File: src/rtl/fb_pkg.sv
// ---------------------------------------------------------------------------
// fb_pkg
// Definitions shared between the pixel capture stage and the frame buffer:
//   - fb_state_t        : capture FSM state encoding
//   - WE_ASSERT / WE_DEASSERT : levels of the buffer's active-low write strobe
//   - ACT_HIGH / ACT_LOW      : generic active-high assert constants
//   - PIX_WIDTH_DEF / PIX_PER_WORD_DEF : default pixel geometry
// ---------------------------------------------------------------------------
package fb_pkg;

    typedef enum logic [1:0] {
        ST_IDLE     = 2'd0,
        ST_WAIT_SOF = 2'd1,
        ST_CAPTURE  = 2'd2,
        ST_DONE     = 2'd3
    } fb_state_t;

    localparam logic WE_ASSERT   = 1'b0;
    localparam logic WE_DEASSERT = 1'b1;
    localparam logic ACT_HIGH    = 1'b1;
    localparam logic ACT_LOW     = 1'b0;

    localparam int PIX_WIDTH_DEF    = 8;
    localparam int PIX_PER_WORD_DEF = 4;

endpackage

File: src/rtl/pix_pack_wr_if.sv
// ---------------------------------------------------------------------------
// pix_pack_wr_if
// Pixel stream in / frame-buffer write bus out of the capture stage.
//   pix_valid, pix_data, sof, eof : pixel stream (driven by the source)
//   wr_en_l, data_out             : active-low write strobe and packed word
// Modports:
//   master : pixel source / write observer
//   slave  : the capture stage (pix_pack_wr)
// ---------------------------------------------------------------------------
interface pix_pack_wr_if
    import fb_pkg::*;
#(
    parameter int PIX_WIDTH  = PIX_WIDTH_DEF,
    parameter int DATA_WIDTH = PIX_WIDTH_DEF * PIX_PER_WORD_DEF
) ();

    logic                  pix_valid;
    logic [PIX_WIDTH-1:0]  pix_data;
    logic                  sof;
    logic                  eof;
    logic                  wr_en_l;
    logic [DATA_WIDTH-1:0] data_out;

    modport master (
        output pix_valid, pix_data, sof, eof,
        input  wr_en_l, data_out
    );

    modport slave (
        input  pix_valid, pix_data, sof, eof,
        output wr_en_l, data_out
    );

endinterface

File: src/rtl/pix_shift.sv
// ---------------------------------------------------------------------------
// pix_shift
// Packing register plus pixel index counter.
//   clk, reset : clock, synchronous active-high reset (index only)
//   clear      : empty the register, index back to 0
//   load0      : start a new word with pix_in in field 0 (upper fields zero)
//   append     : place pix_in at the current index; the register empties
//                itself when the word completes
//   pix_in     : incoming pixel
//   word_next  : the current word with pix_in inserted at the current index;
//                this is what gets written when a word is emitted
//   full       : pix_in would complete the word (index = PIX_PER_WORD-1)
// Fields above the current index are always zero, so a partially filled
// word_next is already zero-padded.
// ---------------------------------------------------------------------------
module pix_shift
    import fb_pkg::*;
#(
    parameter int PIX_WIDTH    = PIX_WIDTH_DEF,
    parameter int PIX_PER_WORD = PIX_PER_WORD_DEF,
    parameter int DATA_WIDTH   = PIX_WIDTH * PIX_PER_WORD
) (
    input  logic                  clk,
    input  logic                  reset,
    input  logic                  clear,
    input  logic                  load0,
    input  logic                  append,
    input  logic [PIX_WIDTH-1:0]  pix_in,
    output logic [DATA_WIDTH-1:0] word_next,
    output logic                  full
);

    localparam int IDX_W = $clog2(PIX_PER_WORD);

    logic [DATA_WIDTH-1:0] word_q;
    logic [IDX_W-1:0]      pix_idx;

    assign full = (pix_idx == IDX_W'(PIX_PER_WORD - 1));

    always_comb begin
        word_next = word_q;
        for (int i = 0; i < PIX_PER_WORD; i++) begin
            if (pix_idx == IDX_W'(i)) begin
                word_next[i*PIX_WIDTH +: PIX_WIDTH] = pix_in;
            end
        end
    end

    always_ff @(posedge clk) begin
        if (reset || clear) begin
            pix_idx <= '0;
        end else if (load0) begin
            pix_idx <= IDX_W'(1);
        end else if (append) begin
            pix_idx <= full ? '0 : pix_idx + IDX_W'(1);
        end
    end

    // The word register carries data only; every frame starts with load0,
    // which overwrites all fields, so it needs no reset.
    always_ff @(posedge clk) begin
        if (clear) begin
            word_q <= '0;
        end else if (load0) begin
            word_q <= DATA_WIDTH'(pix_in);
        end else if (append) begin
            word_q <= full ? '0 : word_next;
        end
    end

endmodule

File: src/rtl/pix_pack_wr.sv
// ---------------------------------------------------------------------------
// pix_pack_wr
// Capture stage in front of the frame buffer. Packs PIX_PER_WORD pixels of a
// sof/eof framed stream into DATA_WIDTH words (first pixel in the low field)
// and writes them with an active-low strobe, at most WORDS_PER_FRAME words
// per frame.
// Ports:
//   wr_clk     : capture/write clock
//   reset      : synchronous, active-high
//   cap_en     : level, enables capture of subsequent frames
//   bus        : pix_pack_wr_if.slave (pixel stream in, wr_en_l/data_out out)
//   busy       : high while capturing a frame
//   frame_done : one-cycle pulse when a frame ends
//   overrun    : sticky per frame (dropped word or aborted frame)
//   words_out  : number of words written for the last completed frame
// Build option:
//   PIX_PACK_FLUSH_EN : when defined, a partial word at eof is written
//                       zero-padded; otherwise it is discarded.
// ---------------------------------------------------------------------------
module pix_pack_wr
    import fb_pkg::*;
#(
    parameter int PIX_WIDTH       = PIX_WIDTH_DEF,
    parameter int PIX_PER_WORD    = PIX_PER_WORD_DEF,
    parameter int DATA_WIDTH      = PIX_WIDTH * PIX_PER_WORD,
    parameter int WORDS_PER_FRAME = 6,
    parameter int WCNT_WIDTH      = 16
) (
    input  logic                  wr_clk,
    input  logic                  reset,
    input  logic                  cap_en,
    pix_pack_wr_if.slave          bus,
    output logic                  busy,
    output logic                  frame_done,
    output logic                  overrun,
    output logic [WCNT_WIDTH-1:0] words_out
);

`ifdef PIX_PACK_FLUSH_EN
    localparam bit FLUSH_EN = 1'b1;
`else
    localparam bit FLUSH_EN = 1'b0;
`endif

    fb_state_t             state, state_n;
    logic [WCNT_WIDTH-1:0] wcnt, wcnt_n;
    logic                  ovr_n;
    logic                  emit;
    logic                  word_ready;
    logic                  sh_clear, sh_load0, sh_append;
    logic [DATA_WIDTH-1:0] word_next;
    logic                  word_full;
    logic                  pv;

    assign pv = bus.pix_valid;

    pix_shift #(
        .PIX_WIDTH    (PIX_WIDTH),
        .PIX_PER_WORD (PIX_PER_WORD),
        .DATA_WIDTH   (DATA_WIDTH)
    ) u_shift (
        .clk       (wr_clk),
        .reset     (reset),
        .clear     (sh_clear),
        .load0     (sh_load0),
        .append    (sh_append),
        .pix_in    (bus.pix_data),
        .word_next (word_next),
        .full      (word_full)
    );

    always_comb begin
        state_n    = state;
        wcnt_n     = wcnt;
        ovr_n      = overrun;
        emit       = 1'b0;
        word_ready = 1'b0;
        sh_clear   = 1'b0;
        sh_load0   = 1'b0;
        sh_append  = 1'b0;

        unique case (state)
            ST_IDLE: begin
                if (cap_en) state_n = ST_WAIT_SOF;
            end

            ST_WAIT_SOF: begin
                if (!cap_en) begin
                    state_n = ST_IDLE;
                end else if (pv && bus.sof) begin
                    state_n  = ST_CAPTURE;
                    sh_load0 = 1'b1;
                    wcnt_n   = '0;
                    ovr_n    = 1'b0;
                end
            end

            ST_CAPTURE: begin
                if (pv) begin
                    if (bus.eof) begin
                        // eof wins over a coincident sof. The eof pixel is
                        // taken from word_next, so the register just empties.
                        state_n    = ST_DONE;
                        sh_clear   = 1'b1;
                        word_ready = word_full || FLUSH_EN;
                    end else if (bus.sof) begin
                        // Restart: partial word lost, frame flagged as bad.
                        sh_load0 = 1'b1;
                        wcnt_n   = '0;
                        ovr_n    = 1'b1;
                    end else begin
                        sh_append  = 1'b1;
                        word_ready = word_full;
                    end
                end
                if (word_ready) begin
                    if (wcnt < WCNT_WIDTH'(WORDS_PER_FRAME)) begin
                        emit   = 1'b1;
                        wcnt_n = wcnt + WCNT_WIDTH'(1);
                    end else begin
                        ovr_n = 1'b1;
                    end
                end
            end

            ST_DONE: begin
                state_n = cap_en ? ST_WAIT_SOF : ST_IDLE;
            end

            default: state_n = ST_IDLE;
        endcase
    end

    always_ff @(posedge wr_clk) begin
        if (reset) begin
            state      <= ST_IDLE;
            wcnt       <= '0;
            overrun    <= 1'b0;
            busy       <= 1'b0;
            frame_done <= 1'b0;
            words_out  <= '0;
            bus.wr_en_l <= WE_DEASSERT;
            bus.data_out <= '0;
        end else begin
            state       <= state_n;
            wcnt        <= wcnt_n;
            overrun     <= ovr_n;
            busy        <= (state_n == ST_CAPTURE);
            frame_done  <= (state_n == ST_DONE);
            bus.wr_en_l <= emit ? WE_ASSERT : WE_DEASSERT;
            if (state_n == ST_DONE) words_out <= wcnt_n;
            if (emit) bus.data_out <= word_next;
        end
    end

endmodule

File: src/flat_wrapper.sv
// flat-port wrapper written by rule: the top's interface ports become plain ports
module pix_pack_wr_flat import fb_pkg::*;
#(
    parameter int PIX_WIDTH       = PIX_WIDTH_DEF,
    parameter int PIX_PER_WORD    = PIX_PER_WORD_DEF,
    parameter int DATA_WIDTH      = PIX_WIDTH * PIX_PER_WORD,
    parameter int WORDS_PER_FRAME = 6,
    parameter int WCNT_WIDTH      = 16
)
  (wr_clk, reset, cap_en, busy, frame_done, overrun, words_out, bus_pix_valid, bus_pix_data, bus_sof, bus_eof, bus_wr_en_l, bus_data_out);
  pix_pack_wr_if #(.PIX_WIDTH(PIX_WIDTH), .DATA_WIDTH(DATA_WIDTH)) bus_i ();
  input  logic wr_clk;
  input  logic reset;
  input  logic cap_en;
  output logic busy;
  output logic frame_done;
  output logic overrun;
  output logic [WCNT_WIDTH-1:0] words_out;
  input wire logic [$bits(bus_i.pix_valid)-1:0] bus_pix_valid;
  input wire logic [$bits(bus_i.pix_data)-1:0] bus_pix_data;
  input wire logic [$bits(bus_i.sof)-1:0] bus_sof;
  input wire logic [$bits(bus_i.eof)-1:0] bus_eof;
  output wire logic [$bits(bus_i.wr_en_l)-1:0] bus_wr_en_l;
  output wire logic [$bits(bus_i.data_out)-1:0] bus_data_out;
  assign bus_i.pix_valid = bus_pix_valid;
  assign bus_i.pix_data = bus_pix_data;
  assign bus_i.sof = bus_sof;
  assign bus_i.eof = bus_eof;
  assign bus_wr_en_l = bus_i.wr_en_l;
  assign bus_data_out = bus_i.data_out;
  pix_pack_wr #(.PIX_WIDTH(PIX_WIDTH), .PIX_PER_WORD(PIX_PER_WORD), .DATA_WIDTH(DATA_WIDTH), .WORDS_PER_FRAME(WORDS_PER_FRAME), .WCNT_WIDTH(WCNT_WIDTH)) u_core (.wr_clk(wr_clk), .reset(reset), .cap_en(cap_en), .bus(bus_i), .busy(busy), .frame_done(frame_done), .overrun(overrun), .words_out(words_out));
endmodule
File: config.mk
export PLATFORM = sky130hd
export DESIGN_NAME = pix_pack_wr_flat
export DESIGN_NICKNAME = d
export VERILOG_FILES = /design/src/rtl/fb_pkg.sv /design/src/rtl/pix_pack_wr_if.sv /design/src/rtl/pix_shift.sv /design/src/rtl/pix_pack_wr.sv /design/src/flat_wrapper.sv
export SDC_FILE = /design/constraint.sdc
export NUM_CORES = 1
export LEC_CHECK = 0
export ABC_CLOCK_PERIOD_IN_PS = 4140
export CORE_MARGIN = 2
export CORE_UTILIZATION = 56
export DETAILED_ROUTE_END_ITERATION = 10
export GPL_TIMING_DRIVEN = 0
export PLACE_DENSITY_LB_ADDON = 0.2
export SLEW_MARGIN = 25
export SYNTH_ARGS = -nofsm -noshare
export SYNTH_HDL_FRONTEND = slang
export SYNTH_SLANG_ARGS = --single-unit
File: constraint.sdc
create_clock -name wr_clk -period 4.14 [get_ports wr_clk]
set_input_delay 0.414 -clock wr_clk [delete_from_list [all_inputs] [get_ports wr_clk]]
set_output_delay 0.414 -clock wr_clk [all_outputs]
set_load 0.005 [all_outputs]
======== After elaboration in Yosys (flattened, before gate mapping) ========
Index checks and enable logic that the tools add are counted.
word-level totals
  output and inout port bits .............. 52
  bits of input ports ..................... 14
  bits in registers ....................... 104
  logic and storage cells ................. 88
  bits in read-only memories .............. 0
  memories kept ........................... 0
  RAM bits ................................ 0
  latch bits .............................. 0
operators by class
  div/mod/pow operators ................... 0
  magnitude comparators ................... 1
  multipliers ............................. 0
  bitwise operators ....................... 0
  equal/unequal tests ..................... 10
  $add $sub $neg .......................... 2
  multiplexer cells ....................... 54
  shift-type cells ........................ 0
  reductions and logical operators ........ 9
operators by type and width
  cell                   count
  $mux 16                7
  $mux 8                 6
  $mux 32                1
  $pmux 16 s2            1
  $mux 1                 30
  $add 16x1->16 const B  1
  $lt 16x3->1 const B    1
  $eq 2x2->1 const B     6
  $mux 2                 6
  $pmux 2 s4             1
  $eq 2x1->1 const B     2
  $logic_not 2->1        2
  $pmux 1 s2             2
  $reduce_bool 2->1      2
  $reduce_or 2->1        2
  $reduce_and 3->1       1
  $add 2x1->2 const B    1
  $ne 2x1->1 const B     1
  $ne 2x2->1 const B     1
  $logic_and 1x1->1      1
  $logic_or 1x1->1       1

======== Logic depth before layout (Yosys ltp) ========
Gate-level depths: netlist of run 1.
  depth after elaboration ................. 8
  mapped depth ............................ 10
  gate-level depth less buffers ........... 7

======== Modules after synthesis ========
A second synthesis of run 1 with hierarchy kept.
second synthesis, totals
  cell total of the unflattened synthesis .. 504
  area total of the unflattened synthesis .. 4441.8 um^2
by module, submodules not included
  module       area each (um^2)  sequential area each (um^2)  instances  cells an instance
  pix_pack_wr  2701.3            1401.3                       1          320
  pix_shift    1740.4            680.7                        1          184

======== Worst setup path before layout of run 1 ========
Ideal clock, no wire load.
  path type ............................... reg2reg
  start point ............................. reg u_core.state[0]
  end point ............................... reg u_core.words_out[5]
  arrival time ............................ 1862 ps
  data required time ...................... 4008 ps
  library setup time ...................... 132 ps
  path slack .............................. 2146 ps
  cell stages (with the launch flop) ...... 10
  period minus slack after synthesis ...... 1994 ps
  path buffers ............................ 2
  path through ............................ dfxtp_1 inv_1 ha_1 buf_2 and2_1 a2111oi_0 nor2_1 clkbuf_1 nand4_1 a21oi_1
on the way
  longest elaborated chain between the ends .. 4
  elaborated cells on any way between the ends .. 12
  those cells by class .................... eq/ne: 4; mux: 7; reduce/logical: 1
ends and longest elaborated chain
  what                              RTL line                               source
  start: declaration                pix_pack_wr.sv:45                      fb_state_t state, state_n;
  start signal: assignment          pix_pack_wr.sv:145                     state <= state_n;
  $mux 2, on equally long branches  pix_pack_wr.sv:100, pix_pack_wr.sv:90
  $mux 2, on equally long branches  pix_pack_wr.sv:99, pix_pack_wr.sv:88
  $pmux 2 s4                        pix_pack_wr.sv:82                      unique case (state)
  $eq 2x2->1                        pix_pack_wr.sv:151                     if (state_n == ST_DONE) words_out <= wcnt_n;
  end signal: assignment            pix_pack_wr.sv:151
  end: declaration                  pix_pack_wr.sv:36                      output logic [WCNT_WIDTH-1:0] words_out
Parallel ways exist; a longest one is shown, timed or not.
A chain may end at the register's enable or synchronous reset.

======== Final worst setup path of run 1 ========
  start point ............................. reg u_core.state[1]
  end point ............................... reg u_core.u_shift.word_q[23]
on the way
  longest elaborated chain between the ends .. 3
  elaborated cells on any way between the ends .. 6
  those cells by class .................... eq/ne: 2; mux: 3; reduce/logical: 1
ends and longest elaborated chain
  what                                             RTL line           source
  $eq 2x2->1 / $eq 2x1->1 (equally long branches)  pix_pack_wr.sv:82
  $pmux 1 s2 / $mux 1 (equally long branches)      pix_pack_wr.sv:82
  $reduce_or 2->1 (no line)                        -
  end signal: assignment                           pix_shift.sv:65    word_q <= DATA_WIDTH'(pix_in);
  end signal: assignment                           pix_shift.sv:67    word_q <= full ? '0 : word_next;
  end: declaration                                 pix_shift.sv:35    logic [DATA_WIDTH-1:0] word_q;
Parallel ways exist; a longest one is shown, timed or not.

==> results of run 1 <==
-- power by group --
part	total (mW)	internal (mW)	switching [mW]
clock network	0.645	0.303	0.341
registers	0.949	0.940	0.00921
logic	0.109	0.0386	0.0699
total	1.70	1.28	0.421
-- worst register-to-register path, stage by stage, from the launching register on --
cell      delay, ns
dfxtp_1        0.42
inv_1          0.09
ha_1           0.37
inv_1          0.10
a211oi_1       0.65
or2_2          0.23
clkbuf_1       0.28
buf_2          0.28
nor2_1         0.08
-- synthesized netlist by cell type, drive strengths merged, types with 2 or more instances --
library cell	number
nand2	23
o21a	2
nand3	6
buf	12
a21oi	26
or3	3
or2	2
o21ai	17
a21bo	2
a41oi	2
clkbuf	19
nor2	55
a21o	2
mux2i	24
nor4	3
dfxtp	96
a32oi	2
a22oi	22
nand4	15
ha	9
a211oi	27
a311oi	3
nor2b	2
inv	7
and2	16
nand2b	2
nor3	9
-- metal layers --
metal / track usage / vias up
met5: 0 / -
met4: 0.09930 / 0
met3: 0.05749 / 16
met2: 0.4263 / 98
met1: 0.3416 / 1670
li1: - / 1655
-- state kept, by name, indices dropped and copies added (netlist names) --
signal	count
u_core.bus.data_out	32
u_core.bus.wr_en_l	1
u_core.busy	1
u_core.frame_done	1
u_core.overrun	1
u_core.state	2
u_core.u_shift.pix_idx	2
u_core.u_shift.word_q	24
u_core.wcnt	16
u_core.words_out	16
-- worst max-delay path by stage --
| stage | from | end | slack, ns | cells past startpoint |
|---|---|---|---|---|
| detailed placement | bus_sof | u_core.u_shift.word_q[21]$_SDFFE_PP0P_ | 1.38 | 7 |
| finish | u_core.state[1]$_SDFF_PP0_ | u_core.u_shift.word_q[23]$_SDFFE_PP0P_ | 1.55 | 8 |
| CTS | u_core.state[1]$_SDFF_PP0_ | u_core.u_shift.word_q[21]$_SDFFE_PP0P_ | 1.61 | 8 |
| global route | u_core.state[1]$_SDFF_PP0_ | u_core.u_shift.word_q[16]$_SDFFE_PP0P_ | 1.34 | 8 |
| floorplan | u_core.state[0]$_SDFF_PP0_ | u_core.words_out[5]$_SDFFE_PP0P_ | 2.15 | 9 |
| global placement | bus_sof | u_core.u_shift.word_q[17]$_SDFFE_PP0P_ | 1.45 | 7 |
-- through the flow --
step	utilization	cell area, µm²
2_1_floorplan	-	3919
3_3_place_gp	0.6888	4679
3_5_place_dp	0.6888	4679
4_1_cts	0.7199	4891
5_1_grt	0.7199	4891
6_report	0.7199	4891
-- logic make-up (layout without fill, tap and decap cells) --
| logic type | after synthesis | after routing | share of synthesized area |
|---|---|---|---|
| fa+ha+maj | 9 | 9 | 0.02874 |
| simple gates | 139 | 139 | 0.1794 |
| mux | 24 | 24 | 0.06130 |
| buf+inv | 39 | 119 | 0.04598 |
| flops | 96 | 96 | 0.4904 |
| compound gates | 111 | 111 | 0.1941 |
-- cell type report --
cell class                 instances  area, µm²  area share
inverter                           7      26.28    0.005372
multi-input combinational        283       1817      0.3715
timing repair buffer              64      640.6      0.1310
clock inverter                     6      73.82     0.01509
tap                               96      120.1     0.02456
sequential                        96       1922      0.3929
clock buffer                      10      137.6     0.02814
buffer                            32      153.9     0.03147
==> flow_summary.yaml, run 1 <==
setup_path:
  crit_buf_inv: 4
  cp_common_cell: "inv_1"
  crit_fanout: 10
  start_kind: "flop"
  rr_startpoint: "u_core.state[1]$_SDFF_PP0_"
  path_cells: "inv_1, ha_1, inv_1, a211oi_1, or2_2, clkbuf_1, buf_2, nor2_1"
  path_delay_family: "buffers and inverters"
  endpoint_kind: "flop"
  r2r-end: "u_core.u_shift.word_q[23]$_SDFFE_PP0P_"
  cpPeakStageDelay_ns: 0.65
  worstPathRequired_ns: 4.39
  crit_type: "reg2reg"
  r2r_cells: 8
  critPathSlowestCell: "a211oi_1"
  critical_path_arrival_ns: 2.84
  r2r_setup_slack_ns: 1.55
floorplan:
  dieArea_um2: 7683
  core_um2: 6794
  rows: 30
  die_h_um: 87.65
  start_util: 0.5768
  die_x_um: 87.65
  io_pins: 66
clock_tree:
  clock_sinks: 96
  postCtsSetupRepairBufs: 0
  cts-resized-gates: 0
  cts-buffers-inserted: 9
  clk_pin_slew_ns: 0.09
  cts.path.max_buffers: 2
  cts_tree: "built"
  clock_latency_ns: 0.36
  cts_max_level: 3
  postCtsHoldBufs: 0
  root_buffer: "clkbuf_8"
global_route:
  overflow: 0
  track_usage: 0.2620
  antenna_found_initial: 0
  grt_pass1_wl_um: 15830
  grt_max_degree: 18
  grt_pass1_vias: 3335
routing:
  drcViolationCount: 0
  routed-wl-met3_um: 465
  viasPerCell: 5.790
  drt_iter0_markers: 158
  wl_met1_um: 4186
  final_antenna_net_count: 0
  wl_per_cell_um: 16.29
  top_layer_used: "met4"
  wirelength_um: 9679
  first_pass_iters: 5
  route.vias.total: 3439
  route.met2.wl_um: 4779
timing:
  fin_ws_ns: 1.551
  finalHoldViolCount: 0
  finalMaxSlewViolations: 0
  hold_ws_ns: 0.4577
  clock_skew_ns: 0.01056
  final.min_clock_period_ns: 2.589
  slew-limit-headroom: 0.4569
  period_share: 0.6255
  max_clock_freq_mhz: 386.2
  tightestPinTransition_ns: 0.8097
  rsz0062_at_grt: "false"
  final-setup-viol-count: 0
  fin_tns_setup_ns: 0
cells_and_area:
  diodes: 0
  fin_nets: 516
  layout.cells.non_filler: 594
  num-fill-cells: 523
  layout_commonest_cell: "dfxtp_1"
  area_growth_pct: 24.81
  drive_above_1_share: 0.08032
  mostFrequentLayoutCells: "96 x dfxtp_1, 64 x clkdlybuf4s50_1, 55 x nor2_1"
job:
  cap_violations: 0
synthesis:
  async_flop_share: 0
  synth_flop_cell: "dfxtp_1"
  syn-num-nets: 441
  synth.distinct_cells: 47
  synth.top_cell.area_share: 0.4904
  syn-mean-instance-area_um2: 9.375
  yosys_warnings: 0
  synth_top_cell_by_area: "dfxtp_1"
  synth_area_leaders: "dfxtp_1 49%, mux2i_1 6.1%, nor2_1 5.3%"
  seq_area_frac_synth: 0.4904
  netlist_area_um2: 3919
  ys_ff_latch: 96
  synth_edf_count: 0
  syn_inst: 418
place:
  hpwlAfterDp_um: 6865
  pre_cts_slack_ns: 1.385
  dp.cells: 578
  portBuffers: 64
  gp_congestion: 0.8490
worst_hold_path:
  hold_class: "in2reg"
  min_from: "bus_pix_valid"
  hold_depth: 3
  worstHoldEndpoint: "u_core.overrun$_SDFFE_PP0P_"
pwr:
  vdd_drop_max_uv: 261.5
  power_mw: 1.702
  total_leakage_power_nw: 1.743
  power.density_nw_per_um2: 348.0
status:
  status: "complete, no violations"
(Power assumes the default switching activity.)
==> inputs of run 2 (changes only) <==
--- a/config.mk
+++ b/config.mk
@@ -5,9 +5,9 @@
 export SDC_FILE = /design/constraint.sdc
 export NUM_CORES = 1
 export LEC_CHECK = 0
-export ABC_CLOCK_PERIOD_IN_PS = 4140
+export ABC_CLOCK_PERIOD_IN_PS = 2500
 export CORE_MARGIN = 2
-export CORE_UTILIZATION = 56
+export CORE_UTILIZATION = 52
 export DETAILED_ROUTE_END_ITERATION = 10
 export GPL_TIMING_DRIVEN = 0
 export PLACE_DENSITY_LB_ADDON = 0.2
==> constraint.sdc (replaced) <==
create_clock -name wr_clk -period 2.5 [get_ports wr_clk]
set_input_delay 0.25 -clock wr_clk [delete_from_list [all_inputs] [get_ports wr_clk]]
set_output_delay 0.25 -clock wr_clk [all_outputs]
set_load 0.005 [all_outputs]
==> run 2 against run 1 <==
Effect of this change: register-to-register slack worse by 1.3 ns; clock skew rose by 0.0016 ns; cell area increased by 0.36%; highest routed layer unchanged; sequential power up 65%; critical path type unchanged; combinational power increased by 63%; first-iteration DRC count decreased by 8.2%; wire length down 1.6%; final cell count increased by 0.51%; clock power is 66% higher; sequential share of layout area down 0.14 points.
==> flow_summary.yaml, run 2 (synthesis results as in run 1) <==
setup_path:
  cp_common_cell: "buf_2"
  critPathSlowestCell: "o221ai_1"
  critical_path_arrival_ns: 2.59
  crit_fanout: 10
  worstPathRequired_ns: 2.80
  endpoint_kind: "flop"
  crit_type: "reg2reg"
  start_kind: "flop"
  cpPeakStageDelay_ns: 0.50
  path_cells: "inv_1, ha_1, buf_2, and2_1, nand2_1, o221ai_1, buf_2, nand4_1, a21oi_1"
pwr:
  power_mw: 2.820
  vdd_drop_max_uv: 463.5
  power.density_nw_per_um2: 574.6
  total_leakage_power_nw: 1.747
floorplan:
  die_h_um: 90.81
  core_um2: 7292
  dieArea_um2: 8246
  die_x_um: 90.81
  io_pins: 66
  rows: 31
  start_util: 0.5374
timing:
  finalHoldViolCount: 0
  hold_ws_ns: 0.3042
  final-setup-viol-count: 0
  max_clock_freq_mhz: 435.7
  finalMaxSlewViolations: 0
  fin_tns_setup_ns: 0
  period_share: 0.9181
  slew-limit-headroom: 0.5549
  fin_ws_ns: 0.2047
  clock_skew_ns: 0.01217
  final.min_clock_period_ns: 2.295
  tightestPinTransition_ns: 0.6677
  rsz0062_at_grt: "true"
global_route:
  track_usage: 0.2409
  grt_pass1_vias: 3317
  overflow: 0
  grt_pass1_wl_um: 16000
  grt_max_degree: 19
  antenna_found_initial: 0
cells_and_area:
  num-fill-cells: 629
  multi_input_area_um2: 1831
  stdcell_area_um2: 4908
  reg_top3: "u_core.bus.data_out x32, u_core.u_shift.word_q x24"
  layout_commonest_cell: "dfxtp_1"
  largest_reg_flops: 32
  ff_latch_area_um2: 1922
  drive_above_1_share: 0.08635
  utilization: 0.6731
  fin_nets: 516
  area_growth_pct: 25.26
  regMostFlops: "u_core.bus.data_out"
  mostFrequentLayoutCells: "96 x dfxtp_1, 64 x clkdlybuf4s50_1, 55 x nor2_1"
  diodes: 0
  layout.cells.non_filler: 597
clock_tree:
  clk_pin_slew_ns: 0.10
  cts-buffers-inserted: 9
  clock_sinks: 96
  root_buffer: "clkbuf_8"
  cts_tree: "built"
  postCtsHoldBufs: 0
  cts_max_level: 3
  cts.path.max_buffers: 2
  clock_latency_ns: 0.36
  postCtsSetupRepairBufs: 0
routing:
  drcViolationCount: 0
  wl_per_cell_um: 15.95
  drt_iter0_markers: 145
  viasPerCell: 5.640
  final_antenna_net_count: 0
  route.vias.total: 3367
  wirelength_um: 9523
  first_pass_iters: 4
place:
  pre_cts_slack_ns: -0.08188
  portBuffers: 64
  gp_congestion: 0.8378
  dp.cells: 581
  hpwlAfterDp_um: 6788
  placed_cell_area_um2: 4683
job:
  cap_violations: 0
worst_hold_path:
  hold_class: "in2reg"
status:
  status: "complete, no violations"
-- run 2: changes by cell type in the layout (fill, tap and decap cells not counted), sizes merged --
cell / previous run / this run
inv: 9 / 10
clkinv: 1 / 2
clkbuf: 29 / 28
clkinvlp: 2 / 1
-- run 2: worst max-delay path, delay by kind of cell, from the launching register on --
family,cells,cell delay [ns]
compound gates,2,0.68
fa+ha+maj,1,0.15
flops,1,0.34
buf+inv,3,0.66
simple gates,3,0.41
-- run 2: layer usage --
metal,share of wire,GRT usage,up-vias,wire length (µm)
li1,-,-,1659,-
met5,0,0,-,0
met2,0.50,0.4167,75,4794
met3,0.041,0.05426,9,386
met4,0.012,0.07449,0,114
met1,0.44,0.2991,1624,4228
-- run 2: layout make-up --
cell class,instances,area share
Inverter,7,0.005353
Multi-Input combinational cell,283,0.3729
Buffer,32,0.03135
Sequential cell,96,0.3915
Clock inverter,7,0.01784
Clock buffer,9,0.02524
Timing Repair Buffer,64,0.1305
Tap cell,99,0.02524
-- run 2: where the power goes --
part           switching, mW  internal (mW)  leakage [nW]
clock                  0.588          0.483         0.105
combinational          0.113         0.0643         0.868
sequential            0.0149           1.56         0.775
-- run 2: worst paths after layout --
| path | start | endpoint | slack (ns) | cells after the start |
|---|---|---|---|---|
| worst max-delay path | u_core.state[0]$_SDFF_PP0_ | u_core.words_out[12]$_SDFFE_PP0P_ | 0.20 | 9 |
| worst max register to register | u_core.state[0]$_SDFF_PP0_ | u_core.words_out[12]$_SDFFE_PP0P_ | 0.20 | 9 |
| worst min register to register | u_core.bus.data_out[24]$_SDFFE_PP0P_ | u_core.bus.data_out[24]$_SDFFE_PP0P_ | 0.46 | 2 |
| worst min-delay path | bus_pix_valid | u_core.overrun$_SDFFE_PP0P_ | 0.30 | 3 |
-- run 2: timing repair --
item	CTS	global route
hold endpoints to repair	0	0
gates resized for setup	1	3
endpoints found under the setup margin	2	33
